File: config.mk
export PLATFORM = sky130hd
export DESIGN_NAME = fifo_stream_reader_flat
export DESIGN_NICKNAME = d
export VERILOG_FILES = /design/src/rtl/fifo_stream_reader_if.sv /design/src/rtl/fifo_stream_reader.sv /design/src/flat_wrapper.sv
export SDC_FILE = /design/constraint.sdc
export NUM_CORES = 1
export LEC_CHECK = 0
export ABC_AREA = 1
export CAP_MARGIN = 0
export CORE_ASPECT_RATIO = 1.75
export CORE_MARGIN = 5
export CORE_UTILIZATION = 54
export DETAILED_ROUTE_END_ITERATION = 8
export PLACE_DENSITY = 0.95
export SLEW_MARGIN = 10
export SYNTH_ARGS = -nofsm -noshare
export SYNTH_HDL_FRONTEND = slang
export SYNTH_SLANG_ARGS = --single-unit
File: constraint.sdc
create_clock -name clk -period 3.4 [get_ports clk]
set_input_delay 0.51 -clock clk [delete_from_list [all_inputs] [get_ports clk]]
set_output_delay 0.51 -clock clk [all_outputs]
set_load 0.1 [all_outputs]
File: src/rtl/fifo_stream_reader_if.sv
// FIFO read port plus valid/ready output stream for fifo_stream_reader.
// The master side is the reader; the slave side is the FIFO and downstream sink.
interface fifo_stream_reader_if #(
  parameter int DATA_W = 32
);
  logic              fifo_empty;
  logic [DATA_W-1:0] fifo_data;
  logic              fifo_rd_en;
  logic [DATA_W-1:0] m_data;
  logic              m_valid;
  logic              m_ready;
  logic              m_last;

  modport master (
    input  fifo_empty, fifo_data, m_ready,
    output fifo_rd_en, m_data, m_valid, m_last
  );

  modport slave (
    output fifo_empty, fifo_data, m_ready,
    input  fifo_rd_en, m_data, m_valid, m_last
  );
endinterface

File: src/rtl/fifo_stream_reader.sv
// Pulls words from a registered-output FIFO into a 2-entry skid buffer and
// presents them as a packetised valid/ready stream with a last-beat marker.
module fifo_stream_reader #(
  parameter int DATA_W  = 32,
  parameter int PKT_LEN = 8
) (
  input  logic                 clk,
  input  logic                 rst,
  input  logic                 enable,
  fifo_stream_reader_if.master bus,
  output logic [15:0]          words_sent,
  output logic                 busy
);
  localparam int BUF_DEPTH = 2;
  localparam int CNT_W = (PKT_LEN > 1) ? $clog2(PKT_LEN) : 1;
  localparam logic [CNT_W-1:0] LAST_BEAT = CNT_W'(PKT_LEN - 1);

  typedef enum logic [1:0] {ST_IDLE, ST_ACTIVE, ST_DRAIN} state_t;

  state_t            state_reg;
  logic [1:0]        occ_reg;
  logic              inflight_reg;
  logic [CNT_W-1:0]  beat_cnt_reg;
  logic [15:0]       words_sent_reg;
  logic [DATA_W-1:0] buf_q [BUF_DEPTH];

  logic       hs;
  logic       push;
  logic [1:0] wr_idx;

  assign hs     = bus.m_valid & bus.m_ready;
  assign push   = inflight_reg;
  // Tail slot after this cycle's pop has shifted the queue forward.
  assign wr_idx = occ_reg - {1'b0, hs};

  for (genvar gi = 0; gi < BUF_DEPTH; gi++) begin : g_buf
    logic [DATA_W-1:0] entry_reg;
    logic [DATA_W-1:0] shift_in;

    if (gi == BUF_DEPTH - 1) begin : g_tail
      assign shift_in = entry_reg;
    end else begin : g_mid
      assign shift_in = buf_q[gi+1];
    end

    always_ff @(posedge clk) begin
      if (rst) begin
        entry_reg <= '0;
      end else if (push && wr_idx == 2'(gi)) begin
        entry_reg <= bus.fifo_data;
      end else if (hs) begin
        entry_reg <= shift_in;
      end
    end

    assign buf_q[gi] = entry_reg;
  end

  always_ff @(posedge clk) begin
    if (rst) begin
      state_reg      <= ST_IDLE;
      occ_reg        <= 2'd0;
      inflight_reg   <= 1'b0;
      beat_cnt_reg   <= '0;
      words_sent_reg <= 16'd0;
    end else begin
      // The read gap also hides the FIFO's one-cycle stale empty flag.
      inflight_reg <= bus.fifo_rd_en;

      case ({push, hs})
        2'b10:   occ_reg <= occ_reg + 2'd1;
        2'b01:   occ_reg <= occ_reg - 2'd1;
        default: occ_reg <= occ_reg;
      endcase

      if (hs) begin
        words_sent_reg <= words_sent_reg + 16'd1;
        if (beat_cnt_reg == LAST_BEAT) begin
          beat_cnt_reg <= '0;
        end else begin
          beat_cnt_reg <= beat_cnt_reg + 1'b1;
        end
      end

      case (state_reg)
        ST_IDLE: begin
          if (enable) state_reg <= ST_ACTIVE;
        end
        ST_ACTIVE: begin
          if (!enable) begin
            state_reg <= (occ_reg != 2'd0 || inflight_reg) ? ST_DRAIN : ST_IDLE;
          end
        end
        ST_DRAIN: begin
          if (enable) begin
            state_reg <= ST_ACTIVE;
          end else if (occ_reg == 2'd0 && !inflight_reg) begin
            state_reg <= ST_IDLE;
          end
        end
        default: state_reg <= ST_IDLE;
      endcase
    end
  end

  assign bus.fifo_rd_en = enable & ~bus.fifo_empty & ~inflight_reg &
                          (occ_reg < 2'd2) & (state_reg != ST_DRAIN) & ~rst;

  assign bus.m_data  = buf_q[0];
  assign bus.m_valid = (occ_reg != 2'd0);
  assign bus.m_last  = (beat_cnt_reg == LAST_BEAT);
  assign words_sent  = words_sent_reg;
  assign busy        = (occ_reg != 2'd0) | inflight_reg;
endmodule

File: src/flat_wrapper.sv
// flat-port wrapper written by rule: the top's interface ports become plain ports
module fifo_stream_reader_flat 
#(
  parameter int DATA_W  = 32,
  parameter int PKT_LEN = 8
)
  (clk, rst, enable, words_sent, busy, bus_fifo_empty, bus_fifo_data, bus_m_ready, bus_fifo_rd_en, bus_m_data, bus_m_valid, bus_m_last);
  fifo_stream_reader_if #(.DATA_W(DATA_W)) bus_i ();
  input  logic clk;
  input  logic rst;
  input  logic enable;
  output logic [15:0] words_sent;
  output logic busy;
  input wire logic [$bits(bus_i.fifo_empty)-1:0] bus_fifo_empty;
  input wire logic [$bits(bus_i.fifo_data)-1:0] bus_fifo_data;
  input wire logic [$bits(bus_i.m_ready)-1:0] bus_m_ready;
  output wire logic [$bits(bus_i.fifo_rd_en)-1:0] bus_fifo_rd_en;
  output wire logic [$bits(bus_i.m_data)-1:0] bus_m_data;
  output wire logic [$bits(bus_i.m_valid)-1:0] bus_m_valid;
  output wire logic [$bits(bus_i.m_last)-1:0] bus_m_last;
  assign bus_i.fifo_empty = bus_fifo_empty;
  assign bus_i.fifo_data = bus_fifo_data;
  assign bus_i.m_ready = bus_m_ready;
  assign bus_fifo_rd_en = bus_i.fifo_rd_en;
  assign bus_m_data = bus_i.m_data;
  assign bus_m_valid = bus_i.m_valid;
  assign bus_m_last = bus_i.m_last;
  fifo_stream_reader #(.DATA_W(DATA_W), .PKT_LEN(PKT_LEN)) u_core (.clk(clk), .rst(rst), .enable(enable), .bus(bus_i), .words_sent(words_sent), .busy(busy));
endmodule
# Word level (Yosys, flattened, before mapping)
# Index checks and enable logic that the tools add are counted.
# W data, S select, Z words.
# word_totals
regBits,88
latchBits,0
ram_bits,0
romBits,0
input_bits,37
out_inout_bits,52
elab_cells,55
n_memories,0
# classes
addsub,5
mul,0
div_mod_pow,0
n_lt_le_gt_ge,1
eq_ne,10
shift,0
mux,10
bitwise,10
reduce_logical,12
# op_table
cell,n
$mux W32,2
$add A16 B1 Y16 const B,1
$mux W2,5
$and A1 B1 Y1,6
$eq A2 B1 Y1 const B,3
$logic_not A2 Y1,3
$ne A2 B2 Y1 const B,3
$pmux W2 S3,1
$reduce_bool A2 Y1,3
$eq A2 B2 Y1 const B,2
$pmux W2 S2,1
$add A3 B1 Y3 const B,1
$eq A3 B3 Y1 const B,1
$logic_and A1 B1 Y1,3
$mux W3,1
$ne A3 B2 Y1 const B,1
$not A1 Y1,3
$reduce_and A3 Y1,1
$add A2 B1 Y2 const B,1
$lt A2 B2 Y1 const B,1
$sub A2 B1 Y2,1
$sub A2 B1 Y2 const B,1
$logic_not A1 Y1,1
$logic_or A1 B1 Y1,1
$or A1 B1 Y1,1

# Longest topological paths before layout
# Gate-level depths: netlist of run 1.
# depth
depth_word,6
depth_mapped,9
mapped_depth_nobuf,8

# Worst setup path after synthesis of run 1
# Ideal clock, no wire load.
# synth_path
path_type,input to output
from,input port rst
to,output port bus_fifo_rd_en
arrival_ns,4.012
required_ns,2.890
setup_slack_ns,-1.122
cell_stages,5
n_path_buf,2
path_cell_list,clkbuf_1 > clkinv_1 > clkbuf_1 > nand2_1 > nor4_1
# synth_via
elab_chain_len,2
# synth_rtl
item,line,rtl
"start, declared",flat_wrapper.sv:10,input logic rst;
$not A1 Y1,fifo_stream_reader.sv:107,(occ_reg < 2'd2) & (state_reg != ST_DRAIN) & ~rst;
$and A1 B1 Y1,fifo_stream_reader.sv:107,
"end, declared",flat_wrapper.sv:17,output wire logic [$bits(bus_i.fifo_rd_en)-1:0] bus_fifo_rd_en;
# Every way passes these cells.

# Worst setup path after layout of run 1
# layout_path
from,"register u_core.words_sent_reg[10], in the netlist u_core.words_sent[10]"
to,output port words_sent[10]
# layout_lines
item,line,rtl
"start, declared",fifo_stream_reader.sv:24,logic [15:0] words_sent_reg;
"start signal, assigned",fifo_stream_reader.sv:77,words_sent_reg <= words_sent_reg + 16'd1;
"end, declared",flat_wrapper.sv:12,output logic [15:0] words_sent;
# No word-level cell between the ends.

==> results_tabular.tex, run 1 <==
\begin{tabular}{lr}
\hline
Metric & Value \\
\hline
\multicolumn{2}{l}{\textbf{Timing}} \\
Worst hold margin & 0.4862 ns \\
Slew @ Worst Pin & 1.002 ns \\
Time the worst path needs with I/O delays and setup & $\sim$2.5 ns \\
Hold Violations, Final & 0 \\
Final clock skew & 0.004928 ns \\
Setup repair after global routing missed its margin & false \\
Total negative slack & 0 ns \\
Slew headroom & 33.01\% \\
Final critical-path share of the clock period & 72.15\% \\
Max Slew Vio Count & 0 \\
Total of endpoints with negative setup slack in the final report & 0 \\
Maximum clock rate & 407.7 MHz \\
\multicolumn{2}{l}{\textbf{Min path}} \\
Cells on Worst Hold Path & 2 \\
Hold Crit Class & reg2reg \\
\multicolumn{2}{l}{\textbf{Setup path}} \\
Category of the most critical setup path & reg2out \\
Critical path endpoint category & primary output \\
Worst r2r path cells & 8 \\
Cell family with the largest share of critical-path delay & buffers and inverters \\
CP peak stage delay & 1.18 ns \\
WP data arrival & 1.94 ns \\
Register-to-register setup slack & 1.31 ns \\
Buffering stage count on the worst path with inverters included & 1 \\
Data required, critical path & 2.89 ns \\
Maximum fanout count along the critical path & 6 \\
Type of origin of the critical path & register \\
Slowest cell on the critical path & sky130\_fd\_sc\_hd\_\_clkdlybuf4s50\_1 \\
Stages on the worst setup path & 1 \\
Sequence of cells on the critical path & clkdlybuf4s50\_1 \\
\multicolumn{2}{l}{\textbf{Flow run}} \\
Max Cap Violations & 0 \\
\multicolumn{2}{l}{\textbf{Global route}} \\
Initial antenna violation count & 0 \\
Global routing usage summed across all routing layers & roughly a quarter \\
Sum of overflow across all layers after global routing & 0 \\
Global-route wire length before repair & 17050 µm \\
Largest net degree at the start of global routing & 80 \\
Number of global-route vias before repair & 3782 \\
\multicolumn{2}{l}{\textbf{Pwr}} \\
Final Power & between 0.002 and 0.0025 W \\
Largest vdd supply drop & 362.5 µV \\
Power density over cell area & about 490 mW/mm² \\
Static power due to leakage & 2.168 nW \\
\multicolumn{2}{l}{\textbf{Die}} \\
Width of the die & 73.73 µm \\
Overall die area & 0.008959 mm² \\
I/O pins & 89 \\
Vert. Die Dim & around 120 µm \\
Initial core utilization & between 50\% and 60\% \\
Number of core rows & 40 \\
Area of the core & 0.006907 mm² \\
\multicolumn{2}{l}{\textbf{Clocking}} \\
CTS tree & built \\
Post-CTS Setup Inserts & 0 \\
Post-cts sizing count & 0 \\
Clock net sink count & 88 \\
CTS Hold Buffers Added & 0 \\
Maximum root-to-sink buffer count & 2 \\
Total CTS buffers & 9 \\
Clock Tree Root & sky130\_fd\_sc\_hd\_\_clkbuf\_16 \\
CTS H-tree lvls & 3 \\
Clock latency on the worst-skew pair & 0.34 ns \\
Clock-pin slew of the registers on the worst-case setup and hold paths & 0.06 ns \\
\multicolumn{2}{l}{\textbf{Logic synthesis}} \\
Total of flip-flops plus latches after synthesis & 88 \\
Count of warnings emitted by yosys & 0 \\
Sequential fraction of the synthesis area & 45.91\% \\
Number of instances in the synthesized netlist & 543 \\
Async set or reset register ratio after synthesis & 0\% \\
Synthesized area divided by synthesized cell count & approximately 7.1 µm² \\
Net count after synthesis & roughly 580 \\
Most used flip-flop cell after synthesis & sky130\_fd\_sc\_hd\_\_dfxtp\_1 \\
Post-synthesis instance area & 0.003837 mm² \\
Number of enable flip-flop cells after synthesis & 0 \\
Distinct cell type count of the synthesized netlist & 27 \\
\multicolumn{2}{l}{\textbf{Final layout}} \\
Number of standard cells in the final layout excluding fillers & about 700 \\
Area overhead of the layout relative to synthesis & 31.43\% \\
Number of inserted filler cells in the final layout & 529 \\
Ratio of cells with drive above 1 in the final layout & under 10\% \\
Area taken by multi-input logic gates & 0.001740 mm² \\
Register area & between 0.0015 and 0.002 mm² \\
Post-route cell area & around 0.005 mm² \\
Antenna cell count & 0 \\
Net count reported at finish & 653 \\
\multicolumn{2}{l}{\textbf{Routing}} \\
First-iteration detailed-routing DRC count & approximately 290 \\
Drt drc & 0 \\
Wire length reported by the detailed router & 10210 µm \\
Wire length per cell & 14.54 µm \\
Post-route antenna net violation count & 0 \\
Vias post-DR & approximately 3.9k \\
Count of TritonRoute iterations in the first routing pass & 4 \\
Vias per std cell & 5.538 \\
\multicolumn{2}{l}{\textbf{Placed design}} \\
Post-placement cell count & 686 \\
Placed instance area & between 0.004 and 0.005 mm² \\
Post-DP HPWL & about 6700 µm \\
Placer's final routability congestion estimate & 0.9168 \\
PortBufs & a little under 90 \\
\multicolumn{2}{l}{\textbf{Run status}} \\
Result of the run & complete, no violations \\
\hline
\end{tabular}
[cell type report]
class	count	share of cell area (%)
multi-input cells	369	34.51
flip-flops and latches	88	34.93
clock buffers	13	5.160
clock inverters	3	0.7938
repair buffers	95	18.80
inverters	50	3.721
well taps	84	2.084
[worst reg2reg max path, delay by kind of cell (launching register included)]
kind | cells | cell delay (ns)
buffers and inverters | 3 | 0.61
flip-flops | 1 | 0.46
AND/OR/NAND/NOR | 5 | 0.92
[metal layers]
| metal | part of all wire [%] | vias up | GRT usage, % |
|---|---|---|---|
| met1 | 37 | 1821 | 26.06 |
| li1 | - | 1920 | - |
| met3 | 4.8 | 28 | 5.141 |
| met4 | 4.1 | 0 | 13.95 |
| met2 | 54 | 119 | 41.94 |
| met5 | 0 | - | 0 |
[Yosys cell counts, drive strengths merged (4+ instances only)]
| library cell | number | area [µm²] |
|---|---|---|
| xor2 | 4 | 35.03 |
| buf | 14 | 76.32 |
| a21oi | 11 | 55.05 |
| nor3 | 4 | 20.02 |
| nor2 | 94 | 357.8 |
| o21ai | 42 | 210.2 |
| dfxtp | 88 | 1762 |
| nand2 | 58 | 220.2 |
| inv | 49 | 183.9 |
| clkbuf | 22 | 82.58 |
| nand3 | 140 | 700.7 |
[logic make-up after synthesis]
group	share of synthesized area (%)
and+or+nand+nor	35.18
adders and majority gates	0.9783
xor gates and xnor gates	1.141
buffers and inverters	9.031
DFF	45.91
AOI/OAI and AO/OA	7.760
[report_power, final]
part | internal (W) | switching, W | total [W]
registers | 0.00106 | 0.0000197 | 0.00108
logic | 0.000112 | 0.000262 | 0.000374
clock network | 0.000607 | 0.000389 | 0.000996
[layout by cell type (no fill, tap or decap), types with 2 or more instances in the layout]
| cell type | instances |
|---|---|
| sky130_fd_sc_hd__clkbuf_1 | 2 |
| sky130_fd_sc_hd__nand2_1 | 57 |
| sky130_fd_sc_hd__clkbuf_8 | 2 |
| sky130_fd_sc_hd__inv_1 | 48 |
| sky130_fd_sc_hd__nand4_1 | 3 |
| sky130_fd_sc_hd__buf_4 | 9 |
| sky130_fd_sc_hd__o21ai_0 | 41 |
| sky130_fd_sc_hd__nor2_1 | 92 |
| sky130_fd_sc_hd__ha_1 | 3 |
| sky130_fd_sc_hd__nand3_1 | 140 |
| sky130_fd_sc_hd__nor3_1 | 4 |
| sky130_fd_sc_hd__clkbuf_16 | 9 |
| sky130_fd_sc_hd__xor2_1 | 4 |
| sky130_fd_sc_hd__clkinv_2 | 2 |
| sky130_fd_sc_hd__nor4_1 | 2 |
| sky130_fd_sc_hd__inv_2 | 2 |
| sky130_fd_sc_hd__a21oi_1 | 11 |
| sky130_fd_sc_hd__buf_12 | 2 |
| sky130_fd_sc_hd__o21bai_1 | 2 |
| sky130_fd_sc_hd__clkdlybuf4s50_1 | 84 |
| sky130_fd_sc_hd__dfxtp_1 | 88 |
[final timing paths]
check                                       startpoint                                         to
max reg2reg             u_core.occ_reg[1]$_SDFFE_PP0P_         u_core.bus.m_data[21]$_SDFFE_PP0P_
min          u_core.g_buf[0].shift_in[13]$_SDFFE_PP0P_  u_core.g_buf[0].shift_in[13]$_SDFFE_PP0P_
min reg2reg  u_core.g_buf[0].shift_in[13]$_SDFFE_PP0P_  u_core.g_buf[0].shift_in[13]$_SDFFE_PP0P_
max                 u_core.words_sent[10]$_SDFFE_PP0P_                             words_sent[10]
[per-stage QoR]
stage | worst slack (ns) | util (%)
after global placement | 1.026 | 68.68
after CTS | 0.9310 | 73.03
after detailed placement | 0.9147 | 68.68
after global routing | 0.8816 | 73.03
after floorplan | 0.02965 | -
final | 0.9469 | 73.03
Note: power is estimated with default switching activity, not from simulation.
==> run 2, diff against run 1 <==
CORE_UTILIZATION = 50   (was 54)
PLACE_DENSITY = 0.9   (was 0.95)
clock period = 2.27 ns   (was 3.4 ns; I/O delays follow)
==> run 2 against run 1 <==
Sequential power up 50%. Cell count up 1.3%. Clock skew up 0.0011 ns. Global-route usage down 2.0 points. First-iteration DRC count up 10%. Sequential share of layout area up 0.37 points.
==> results_tabular.tex, run 2 (synthesis results as in run 1) <==
\begin{tabular}{lr}
\hline
Metric & Value \\
\hline
\multicolumn{2}{l}{\textbf{Die}} \\
Initial core utilization & between 50\% and 60\% \\
Width of the die & 76.23 µm \\
Vert. Die Dim & 125.9 µm \\
Number of core rows & 42 \\
Area of the core & 0.007515 mm² \\
I/O pins & 89 \\
Overall die area & 0.009596 mm² \\
\multicolumn{2}{l}{\textbf{Routing}} \\
Wire length per cell & between 10 and 15 µm \\
Drt drc & 0 \\
Wire length reported by the detailed router & 10390 µm \\
Vias per std cell & 5.484 \\
First-iteration detailed-routing DRC count & 323 \\
Post-route antenna net violation count & 0 \\
Count of TritonRoute iterations in the first routing pass & 5 \\
Vias post-DR & 3899 \\
\multicolumn{2}{l}{\textbf{Clocking}} \\
Maximum root-to-sink buffer count & 2 \\
Clock latency on the worst-skew pair & 0.34 ns \\
Clock net sink count & 88 \\
CTS Hold Buffers Added & 0 \\
Clock-pin slew of the registers on the worst-case setup and hold paths & 0.06 ns \\
CTS tree & built \\
Clock Tree Root & sky130\_fd\_sc\_hd\_\_clkbuf\_16 \\
Post-cts sizing count & 0 \\
Post-CTS Setup Inserts & 0 \\
CTS H-tree lvls & 3 \\
Total CTS buffers & 9 \\
\multicolumn{2}{l}{\textbf{Flow run}} \\
Max Cap Violations & 0 \\
\multicolumn{2}{l}{\textbf{Setup path}} \\
Type of origin of the critical path & primary input \\
Sequence of cells on the critical path & clkdlybuf4s50\_1 > clkinv\_2 > nand2\_1 > nor4\_4 > buf\_12 \\
Data required, critical path & about 1.9 ns \\
WP data arrival & 1.50 ns \\
Cell family with the largest share of critical-path delay & buffers and inverters \\
Slowest cell on the critical path & sky130\_fd\_sc\_hd\_\_clkdlybuf4s50\_1 \\
Stages on the worst setup path & 5 \\
Buffering stage count on the worst path with inverters included & 3 \\
Worst r2r path cells & 8 \\
Maximum fanout count along the critical path & 3 \\
Category of the most critical setup path & in2out \\
Critical path endpoint category & primary output \\
CP peak stage delay & 0.44 ns \\
\multicolumn{2}{l}{\textbf{Min path}} \\
Hold Crit Class & reg2reg \\
Cells on Worst Hold Path & 2 \\
\multicolumn{2}{l}{\textbf{Final layout}} \\
Most used cells in the layout excluding fill and tap cells & sky130\_fd\_sc\_hd\_\_nand3\_1 (140), sky130\_fd\_sc\_hd\_\_nor2\_1 (92), sky130\_fd\_sc\_hd\_\_dfxtp\_1 (88) \\
Number of standard cells in the final layout excluding fillers & 711 \\
Most frequent standard cell in the layout excluding fill and tap cells & sky130\_fd\_sc\_hd\_\_nand3\_1 \\
Net count reported at finish & 658 \\
Post-route cell area & approximately 0.0050 mm² \\
Ratio of cells with drive above 1 in the final layout & between 10\% and 20\% \\
Antenna cell count & 0 \\
Area overhead of the layout relative to synthesis & 30.06\% \\
\multicolumn{2}{l}{\textbf{Timing}} \\
Total of endpoints with negative setup slack in the final report & 0 \\
Time the worst path needs with I/O delays and setup & 1.842 ns \\
Maximum clock rate & 542.9 MHz \\
Final clock skew & 0.006021 ns \\
Max Slew Vio Count & 0 \\
Hold Violations, Final & 0 \\
Slew @ Worst Pin & 0.7164 ns \\
Setup repair after global routing missed its margin & false \\
Slew headroom & a little over half \\
Final critical-path share of the clock period & between 80\% and 90\% \\
Total negative slack & 0 ns \\
\multicolumn{2}{l}{\textbf{Placed design}} \\
Placed instance area & roughly 0.0047 mm² \\
Placer's final routability congestion estimate & 0.9324 \\
Post-placement cell count & 695 \\
PortBufs & 88 \\
Post-DP HPWL & 7311 µm \\
\multicolumn{2}{l}{\textbf{Pwr}} \\
Switching power as a share of total power & approximately 29\% \\
Part of the power in combinational logic & 16.0\% \\
Share of total power in sequential cells & roughly 46\% \\
Static power due to leakage & roughly 2.3 nW \\
Power density over cell area & 709.8 mW/mm² \\
Part of the power in the clock network & 38.3\% \\
Cell-internal power & around 0.0025 W \\
Final Power & 0.003543 W \\
Largest vdd supply drop & approximately 670 µV \\
Total net switching power & 0.001018 W \\
\multicolumn{2}{l}{\textbf{Global route}} \\
Initial antenna violation count & 0 \\
Number of global-route vias before repair & approximately 3.8k \\
Global-route wire length before repair & between 15000 and 20000 µm \\
Sum of overflow across all layers after global routing & 0 \\
Global routing usage summed across all routing layers & 22.14\% \\
Largest net degree at the start of global routing & 80 \\
\multicolumn{2}{l}{\textbf{Run status}} \\
Result of the run & complete, no violations \\
\hline
\end{tabular}
run 2: cell types whose count changed in the layout (fill, tap and decap cells not counted), moves of 3 or more:
cell and delta:
sky130_fd_sc_hd__buf_12 +3, sky130_fd_sc_hd__clkinvlp_4 +3, sky130_fd_sc_hd__buf_4 +50, sky130_fd_sc_hd__clkdlybuf4s50_1 -48
run 2: final timing paths:
| kind | startpoint | end | slack [ns] |
|---|---|---|---|
| worst min register to register | u_core.beat_cnt_reg[1]$_SDFFE_PP0P_ | u_core.beat_cnt_reg[1]$_SDFFE_PP0P_ | 0.48 |
| worst max register to register | u_core.occ_reg[1]$_SDFFE_PP0P_ | u_core.words_sent[14]$_SDFFE_PP0P_ | 0.43 |
| worst min-delay path | u_core.beat_cnt_reg[1]$_SDFFE_PP0P_ | u_core.beat_cnt_reg[1]$_SDFFE_PP0P_ | 0.48 |
| worst max-delay path | rst | bus_fifo_rd_en | 0.43 |
run 2: worst register-to-register path: cells and delay by family, from the launching register on:
family                 cells  cell delay (ns)
and+or+nand+nor            7             1.01
DFF                        1             0.49
buffers and inverters      1             0.23
run 2: power groups by stage:
| stage | registers (W) | logic [W] | clock network (W) |
|---|---|---|---|
| after floorplan | 0.00181 | 0.000227 | 0 |
| after global placement | 0.00165 | 0.000555 | 0 |
| after detailed placement | 0.00165 | 0.000565 | 0 |
| after CTS | 0.00162 | 0.000566 | 0.00139 |
| after global routing | 0.00162 | 0.000608 | 0.00144 |
| final | 0.00162 | 0.000567 | 0.00136 |
run 2: per-stage QoR:
stage	hold slack (ns)	util [%]	setup WS [ns]
floorplan	0.4167	-	-0.02068
global placement	0.4559	62.75	0.2010
detailed placement	0.4721	62.75	0.1291
CTS	0.4809	66.42	0.4231
global route	0.5057	66.42	0.2545
finish	0.4757	66.42	0.4280
run 2: cell type report:
cell class              count  area [µm²]
fillers                   631        2524
flip-flops and latches     88        1762
multi-input cells         369        1752
repair buffers            100       903.4
clock buffers              11       242.7
inverters                  50       188.9
well taps                  88       110.1
clock inverters             5       32.53
run 2: per-layer routing:
layer	GRT usage (%)	routed length, µm
met5	0	0
met4	13.08	439
met3	5.429	600
met2	40.66	5657
met1	22.01	3695
